**src/rtl/alu_op_sequencer.sv**
```systemverilog
// rtl/alu_op_sequencer.sv - sequences single operations through a combinational ALU
// Registers operands, waits a fixed settle latency, captures and holds the result.
module alu_op_sequencer #(
  parameter int WIDTH   = 6,
  parameter int LATENCY = 2,
  parameter int CNT_W   = 8
) (
  input  logic               clk,
  input  logic               rst,
  input  logic               req_valid,
  output logic               req_ready,
  input  logic [WIDTH-1:0]   req_a,
  input  logic [WIDTH-1:0]   req_b,
  input  logic [1:0]         req_func,
  output logic [WIDTH-1:0]   alu_a,
  output logic [WIDTH-1:0]   alu_b,
  output logic [1:0]         alu_func,
  input  logic [2*WIDTH-1:0] alu_out,
  input  logic               alu_ovf,
  output logic               rsp_valid,
  input  logic               rsp_ready,
  output logic [2*WIDTH-1:0] rsp_result,
  output logic               rsp_err,
  output logic [1:0]         rsp_func,
  output logic               busy,
  input  logic               cnt_clr,
  output logic [CNT_W-1:0]   op_count,
  output logic [CNT_W-1:0]   err_count
);

  localparam int WCW = $clog2(LATENCY + 1);

  typedef enum logic [1:0] {IDLE, EXEC, RESP} state_t;

  state_t           state;
  logic [WCW-1:0]   wait_cnt;
  logic             rsp_hs;

  assign rsp_hs = (state == RESP) && rsp_ready;

  always_ff @(posedge clk) begin
    if (rst) begin
      state      <= IDLE;
      wait_cnt   <= '0;
      req_ready  <= 1'b1;
      alu_a      <= '0;
      alu_b      <= '0;
      alu_func   <= '0;
      rsp_valid  <= 1'b0;
      rsp_result <= '0;
      rsp_err    <= 1'b0;
      rsp_func   <= '0;
      busy       <= 1'b0;
      op_count   <= '0;
      err_count  <= '0;
    end else begin
      case (state)
        IDLE: begin
          if (req_valid) begin
            alu_a     <= req_a;
            alu_b     <= req_b;
            alu_func  <= req_func;
            req_ready <= 1'b0;
            busy      <= 1'b1;
            // Divide-by-zero never reaches the ALU result path
            if (req_func == 2'b11 && req_b == '0) begin
              state      <= RESP;
              rsp_valid  <= 1'b1;
              rsp_err    <= 1'b1;
              rsp_result <= '0;
              rsp_func   <= req_func;
            end else begin
              state    <= EXEC;
              wait_cnt <= WCW'(LATENCY - 1);
            end
          end
        end
        EXEC: begin
          if (wait_cnt == '0) begin
            state      <= RESP;
            rsp_valid  <= 1'b1;
            rsp_result <= alu_out;
            rsp_err    <= alu_ovf;
            rsp_func   <= alu_func;
          end else begin
            wait_cnt <= wait_cnt - WCW'(1);
          end
        end
        RESP: begin
          if (rsp_ready) begin
            state     <= IDLE;
            rsp_valid <= 1'b0;
            req_ready <= 1'b1;
            busy      <= 1'b0;
          end
        end
        default: begin
          state     <= IDLE;
          rsp_valid <= 1'b0;
          req_ready <= 1'b1;
          busy      <= 1'b0;
        end
      endcase

      // Clear wins over a coincident handshake increment
      if (cnt_clr) begin
        op_count  <= '0;
        err_count <= '0;
      end else if (rsp_hs) begin
        if (op_count != '1) op_count <= op_count + CNT_W'(1);
        if (rsp_err && err_count != '1) err_count <= err_count + CNT_W'(1);
      end
    end
  end

endmodule

```
**config.mk**
```make
export PLATFORM = sky130hd
export DESIGN_NAME = alu_op_sequencer
export DESIGN_NICKNAME = d
export VERILOG_FILES = /design/src/rtl/alu_op_sequencer.sv
export SDC_FILE = /design/constraint.sdc
export NUM_CORES = 1
export LEC_CHECK = 0
export ABC_AREA = 1
export CORE_ASPECT_RATIO = 0.7
export CORE_MARGIN = 4
export CORE_UTILIZATION = 45
export DETAILED_ROUTE_END_ITERATION = 8
export PLACE_DENSITY = 0.78
export SYNTH_ARGS = -nofsm -noshare
export SYNTH_HDL_FRONTEND = slang
export SYNTH_SLANG_ARGS = --single-unit
export TNS_END_PERCENT = 50
```
**constraint.sdc**
```tcl
create_clock -name clk -period 1.8 [get_ports clk]
set_clock_uncertainty 0.15 [all_clocks]
set_input_delay 0.45 -clock clk [delete_from_list [all_inputs] [get_ports clk]]
set_output_delay 0.45 -clock clk [all_outputs]
set_load 0.01 [all_outputs]
```
[Yosys cells after proc, flatten, opt, wreduce, memory -nomap -nowiden]
Cells that the tools add are included.
Word-level totals
  bits in registers: 52
  input port bits: 32
  output and inout bits: 48
  word-level logic and storage cells: 73
Cells by class
  add/subtract/negate cells: 3
  equal/unequal tests: 11
  multiplexer cells: 29
  bitwise operators: 1
  reductions and logical operators: 16
Operators by type and width (number)
  two-way mux 12 bit: 3
  case mux 12 bit (2 select lines): 1
  two-way mux 2 bit: 10
  adder 8 x 1 -> 8 bit, second input constant: 2
  != test 8 bit, second input constant: 2
  != test 2 bit, second input constant: 6
  AND reduction 4 bit: 3
  case mux 1 bit (3 select lines): 3
  two-way mux 1 bit: 8
  case mux 2 bit (2 select lines): 2
  logical NOT 6 bit: 1
  case mux 2 bit (3 select lines): 1
  AND reduction 2 bit: 3
  AND reduction 3 bit: 2
  equality test 2 bit, second input constant: 2
  logical NOT 2 bit: 2
  logical AND 1 bit: 3
  equality test 2 x 1 -> 1 bit, second input constant: 1
  case mux 1 bit (2 select lines): 1
  nonzero test 2 bit: 1
  OR reduction 2 bit: 1
  subtractor 2 x 1 -> 2 bit, second input constant: 1
  inverter 1 bit: 1

[Depth between registers and ports, before layout]
Gate-level depths: netlist (run 1).
  word-level depth: 5
  mapped depth: 9
  depth with buffers taken out: 9

[Worst setup path before layout (run 1)]
No wires, ideal clock.
  path type: register to register
  start point: reg err_count[0]
  end point: reg err_count[4]
  library setup time: 0.071 ns
  arrival time: 1.308 ns
  data required time: 1.579 ns
  slack: 0.272 ns
  stages on the path, launching flop included: 8
  path buffers: 0
  clock period less this slack: 1.528 ns
  cells stage by stage: dfxtp_1 ha_1 nand2_1 nor2_1 nand2_1 nand3_1 nand2_1 a21oi_1
On the way
  longest elaborated chain between the ends: 3
  elaborated cells between the ends (all ways): 4
  those cells by class: 1 x add/sub; 1 x eq/ne; 2 x reduce/logical
RTL lines
  from (decl): line 28  | output logic [CNT_W-1:0] err_count
  from (signal assigned): line 111  | if (rsp_err && err_count != '1) err_count <= err_count + CNT_W'(1);
  parallel branches: the longest is 3 deep, another holds adder 8 x 1 -> 8 bit
Parallel ways; which one is timed is not known.
A chain may end at the register's enable or synchronous reset.

[Worst setup path in the final report (run 1)]
  start point: reg alu_func[1]
  end point: out alu_func[1]
RTL lines
  from (decl): line 17  | output logic [1:0] alu_func,
  from (signal assigned): line 62  | alu_func <= req_func;
No word-level cell between the ends.

==> impl_summary.txt, run 1 <==
----------------------------------------------------
[GRT]
  Layer with the highest usage ... met2
  Number of antenna violations at the first check in global routing ... 0
  Total track usage ... 17.9%
  Global-route wire length before repair ... 10500 um
  Largest net degree at the start of global routing ... 33
  Met3 Use GR ... 5.62%
  Grt met2 use ... 29.3%
  Number of global-route vias before repair ... 2360
  Met1 track utilization from global routing ... 23.7%
  Total grt overflow ... 0

[Job]
  Number of maximum-capacitance constraint violations ... 0

[Placement]
  Total placed cells including tap cells ... 518
  Pre-CTS WS ... -180 ps
  Placed cell area ... 3520 um^2
  Port buffer count ... 79
  Weighted congestion at the end of routability-driven global placement ... 0.822
  Final HPWL from detailed placement ... 4650 um

[Logic synthesis]
  Top cell type by total area after synthesis ... dfxtp_1
  Compound-gate portion of the synthesized area ... 13.1%
  Gate count after technology mapping ... 359
  Cell area after technology mapping ... 2530 um^2
  Synthesized area divided by synthesized cell count ... 7.06 um^2
  Post-Synth Simple-Gate Area ... 34.2%
  Synthesized-area fraction occupied by adder cells ... 1.48%
  Post-synthesis net count ... 394
  Xor and xnor area share after synthesis ... 1.38%
  Portion of the post-synthesis area used by sequential elements ... 41.1%
  Library cells used by synthesis ... 28
  Yosys reg bits ... 52
  Share of the synthesized area in the top cell type ... 41.1%
  Largest family of logic cells by synthesized area ... simple AND/OR/NAND/NOR gates
  Cell types occupying the most area after synthesis ... dfxtp_1 (41%), nand2_1 (13%), nor2_1 (8.4%)
  Yosys warns ... 0
  Multiplexer fraction of the synthesized cell area ... 0%

[Clock tree]
  Clock Root Buffer ... clkbuf_8
  Clock tree from TritonCTS ... built
  Sinks on the clock net ... 52
  Maximum number of buffers from clock root to sink ... 2
  Buffers inserted by post-CTS timing repair ... 0
  Resize count post-CTS ... 27
  Total CTS buffers ... 5
  Clock Latency Late Sink ... 290 ps
  CTS H-tree lvls ... 2
  Clock-pin transition on the worst setup and hold timing paths ... 90 ps
  Number of hold-repair buffers added at the cts stage ... 0

[Floorplanning]
  Width of the die ... 97.7 um
  Placement row count ... 22
  Starting utilization of the core area ... 47.5%
  Total I/O pin count ... 80
  Core area ... 5340 um^2
  Vertical die dimension ... 70.8 um
  Floorplan die area ... 6920 um^2

[STA]
  Final period utilization ... 98.3%
  Setup repair after global routing missed its margin ... no
  Final Critical Period ... 1770 ps
  Final setup margin ... 31.1 ps
  Worst Tran Pin Value ... 291 ps
  Highest Clock Rate ... 565 MHz
  Count of pins over their slew limit ... 0
  Final hold violation count ... 0
  Worst-case headroom to the max-slew limit ... 80.6%
  Aggregate negative setup slack ... 0 ps
  Finish-stage setup viols ... 0

[Pwr]
  Post-layout power ... 2670 uW
  VDD IR-drop max ... 0.000407 V
  Leak Pwr ... 0.00193 uW
  Cell Pwr Density ... 728 nW/um^2

[Setup path]
  Arrival time at the worst endpoint ... 1170 ps
  Critical Path Fanout Max ... 2
  Slowest library cell on the worst path ... clkdlybuf4s50_1
  Launch point of the worst reg-to-reg path ... err_count[0]$_SDFFE_PP0P_
  Worst endpoint required time ... 1200 ps
  Critical path's top delay family ... buffers and inverters
  Ordered list of cells on the worst path ... clkdlybuf4s50_1
  Number of buffer and inverter stages on the critical path ... 1
  Crit path launch type ... flop
  Critical path class ... reg2out
  Max incr delay on CP ... 540 ps
  Critical Path Sink Type ... output port
  Crit path launch ... alu_func[1]$_SDFFE_PP0P_

[Detailed routing]
  ANT nets after route ... 0
  Routed wire length ... 6180 um
  DRC violation count after routing ... 0
  Routed wirelength normalized by instance count ... 11.7 um
  Number of DRC markers in iteration 0 ... 97
  Vias ... 2552
  DR pass1 iterations ... 4
  Vias per inst ... 4.85

[Final layout]
  Relative area change from synthesis to final layout ... 44.7%
  Layout Nets ... 488
  Post-Layout Cell Count ... 526
  Final cell area excluding filler cells ... 3670 um^2
  Fraction of layout instances using a drive strength above 1 ... 13.7%
  ANT cells ... 0

[Status]
  Result of the run ... finished clean

[Hold path]
  Path category of the worst min-delay check ... reg2reg
  Startpoint of the tightest hold check path ... alu_func[0]$_SDFFE_PP0P_

----------------------------------------------------
layout by cell type (no fill, tap or decap):
master           synthesis  layout
a21oi_1                 36      36
a21oi_2                  1       1
a21oi_4                  1       1
buf_12                   0       3
buf_4                    1      17
clkbuf_1                 1       2
clkbuf_8                 0       6
clkdlybuf4s50_1          0      36
dfxtp_1                 52      44
dfxtp_2                  0       8
dlygate4sd2_1            0      19
dlymetal6s2s_1           0      24
ha_1                     3       3
inv_1                   34      34
inv_2                    2       2
inv_4                    1       1
nand2_1                 91      90
nand2_2                  1       2
nand2_4                  3       3
nand3_1                 13      12
nand3_2                 15      16
nand3b_1                 3       3
nand4_1                  1       1
nor2_1                  57      57
nor2_4                   1       1
nor3_1                   2       2
o211ai_1                 1       1
o21ai_0                 23      23
o21ai_1                  1       1
or2_2                    1       1
xnor2_1                  1       1
xor2_1                   3       3
layout make-up:
| class | count | area, um^2 |
|---|---|---|
| repair buffers | 99 | 1010 |
| multi-input cells | 258 | 1280 |
| fillers | 467 | 1670 |
| flip-flops and latches | 52 | 1050 |
| clock buffers | 8 | 90.1 |
| inverters | 37 | 141 |
| well taps | 72 | 90.1 |
Yosys cell counts:
library cell,number
a21oi_1,36
a21oi_2,1
a21oi_4,1
buf_2,7
buf_4,1
buf_6,3
clkbuf_1,1
dfxtp_1,52
ha_1,3
inv_1,34
inv_2,2
inv_4,1
nand2_1,91
nand2_2,1
nand2_4,3
nand3_1,13
nand3_2,15
nand3b_1,3
nand4_1,1
nor2_1,57
nor2_4,1
nor3_1,2
o211ai_1,1
o21ai_0,23
o21ai_1,1
or2_2,1
xnor2_1,1
xor2_1,3
flip-flops by register name, summed over array words and instances (netlist names):
register and flops:
req_ready 1, rsp_err 1, alu_a 6, alu_func 2, busy 1, err_count 8, rsp_result 12, alu_b 6
state 2, rsp_valid 1, op_count 8, rsp_func 2, wait_cnt 2
kinds of logic (layout without fill, tap and decap cells):
group                    Yosys count  in the layout
AND/OR/NAND/NOR                  188            188
AO/OA/AOI/OAI                     63             63
flip-flops                        52             52
XOR/XNOR                           4              4
adder cells (fa/ha/maj)            3              3
buffers and inverters             49            144
through the flow:
step | utilization (%) | hold slack [ps]
after floorplan | - | 304
after global placement | 66.0 | 302
after detailed placement | 66.0 | 318
after CTS | 67.4 | 332
after global routing | 68.7 | 355
final | 68.7 | 324
where the power goes:
part | switching (uW) | leakage [uW] | internal (uW) | total (uW)
combinational | 367 | 0.00146 | 339 | 705
clock | 354 | 0.0000455 | 314 | 669
sequential | 53.5 | 0.000430 | 1240 | 1300
total | 774 | 0.00193 | 1900 | 2670
path summary, 6_finish.rpt:
check | cells after the start | slack, ps | end
max | 1 | 30 | alu_func[1]
min | 2 | 320 | alu_func[0]$_SDFFE_PP0P_
max reg2reg | 7 | 220 | err_count[4]$_SDFFE_PP0P_
min reg2reg | 2 | 320 | alu_func[0]$_SDFFE_PP0P_
worst reg2reg max path: stages (launching register included):
cell and delay [ps]:
dfxtp_2 370, ha_1 210, nand2_1 90, nor2_1 230, nand2_1 110, nand3_2 140
nand2_1 80, a21oi_1 140
per-layer routing:
layer,routed length [um],part of all wire (%),up-vias
met5,0,0,-
met4,30,0.49,0
met3,358,5.8,4
met2,2870,46,59
met1,2920,47,1164
li1,-,-,1325
Note: power is estimated with default switching activity, not from simulation.
==> run 2: changes to the inputs <==
--- a/config.mk
+++ b/config.mk
@@ -9,6 +9,7 @@
 export CORE_ASPECT_RATIO = 0.7
 export CORE_MARGIN = 4
 export CORE_UTILIZATION = 45
+export CTS_CLUSTER_SIZE = 40
 export DETAILED_ROUTE_END_ITERATION = 8
 export PLACE_DENSITY = 0.78
 export SYNTH_ARGS = -nofsm -noshare
==> results of run 2 <==
The final DEF is identical to that of run 1; final timing and power are the same.
==> run 3: changes to the inputs <==
--- a/config.mk
+++ b/config.mk
@@ -11,6 +11,7 @@
 export CORE_UTILIZATION = 45
 export CTS_CLUSTER_SIZE = 40
 export DETAILED_ROUTE_END_ITERATION = 8
+export HOLD_SLACK_MARGIN = 0.12
 export PLACE_DENSITY = 0.78
 export SYNTH_ARGS = -nofsm -noshare
 export SYNTH_HDL_FRONTEND = slang
==> results of run 3 <==
The final DEF is identical to that of run 1; final timing and power are the same.
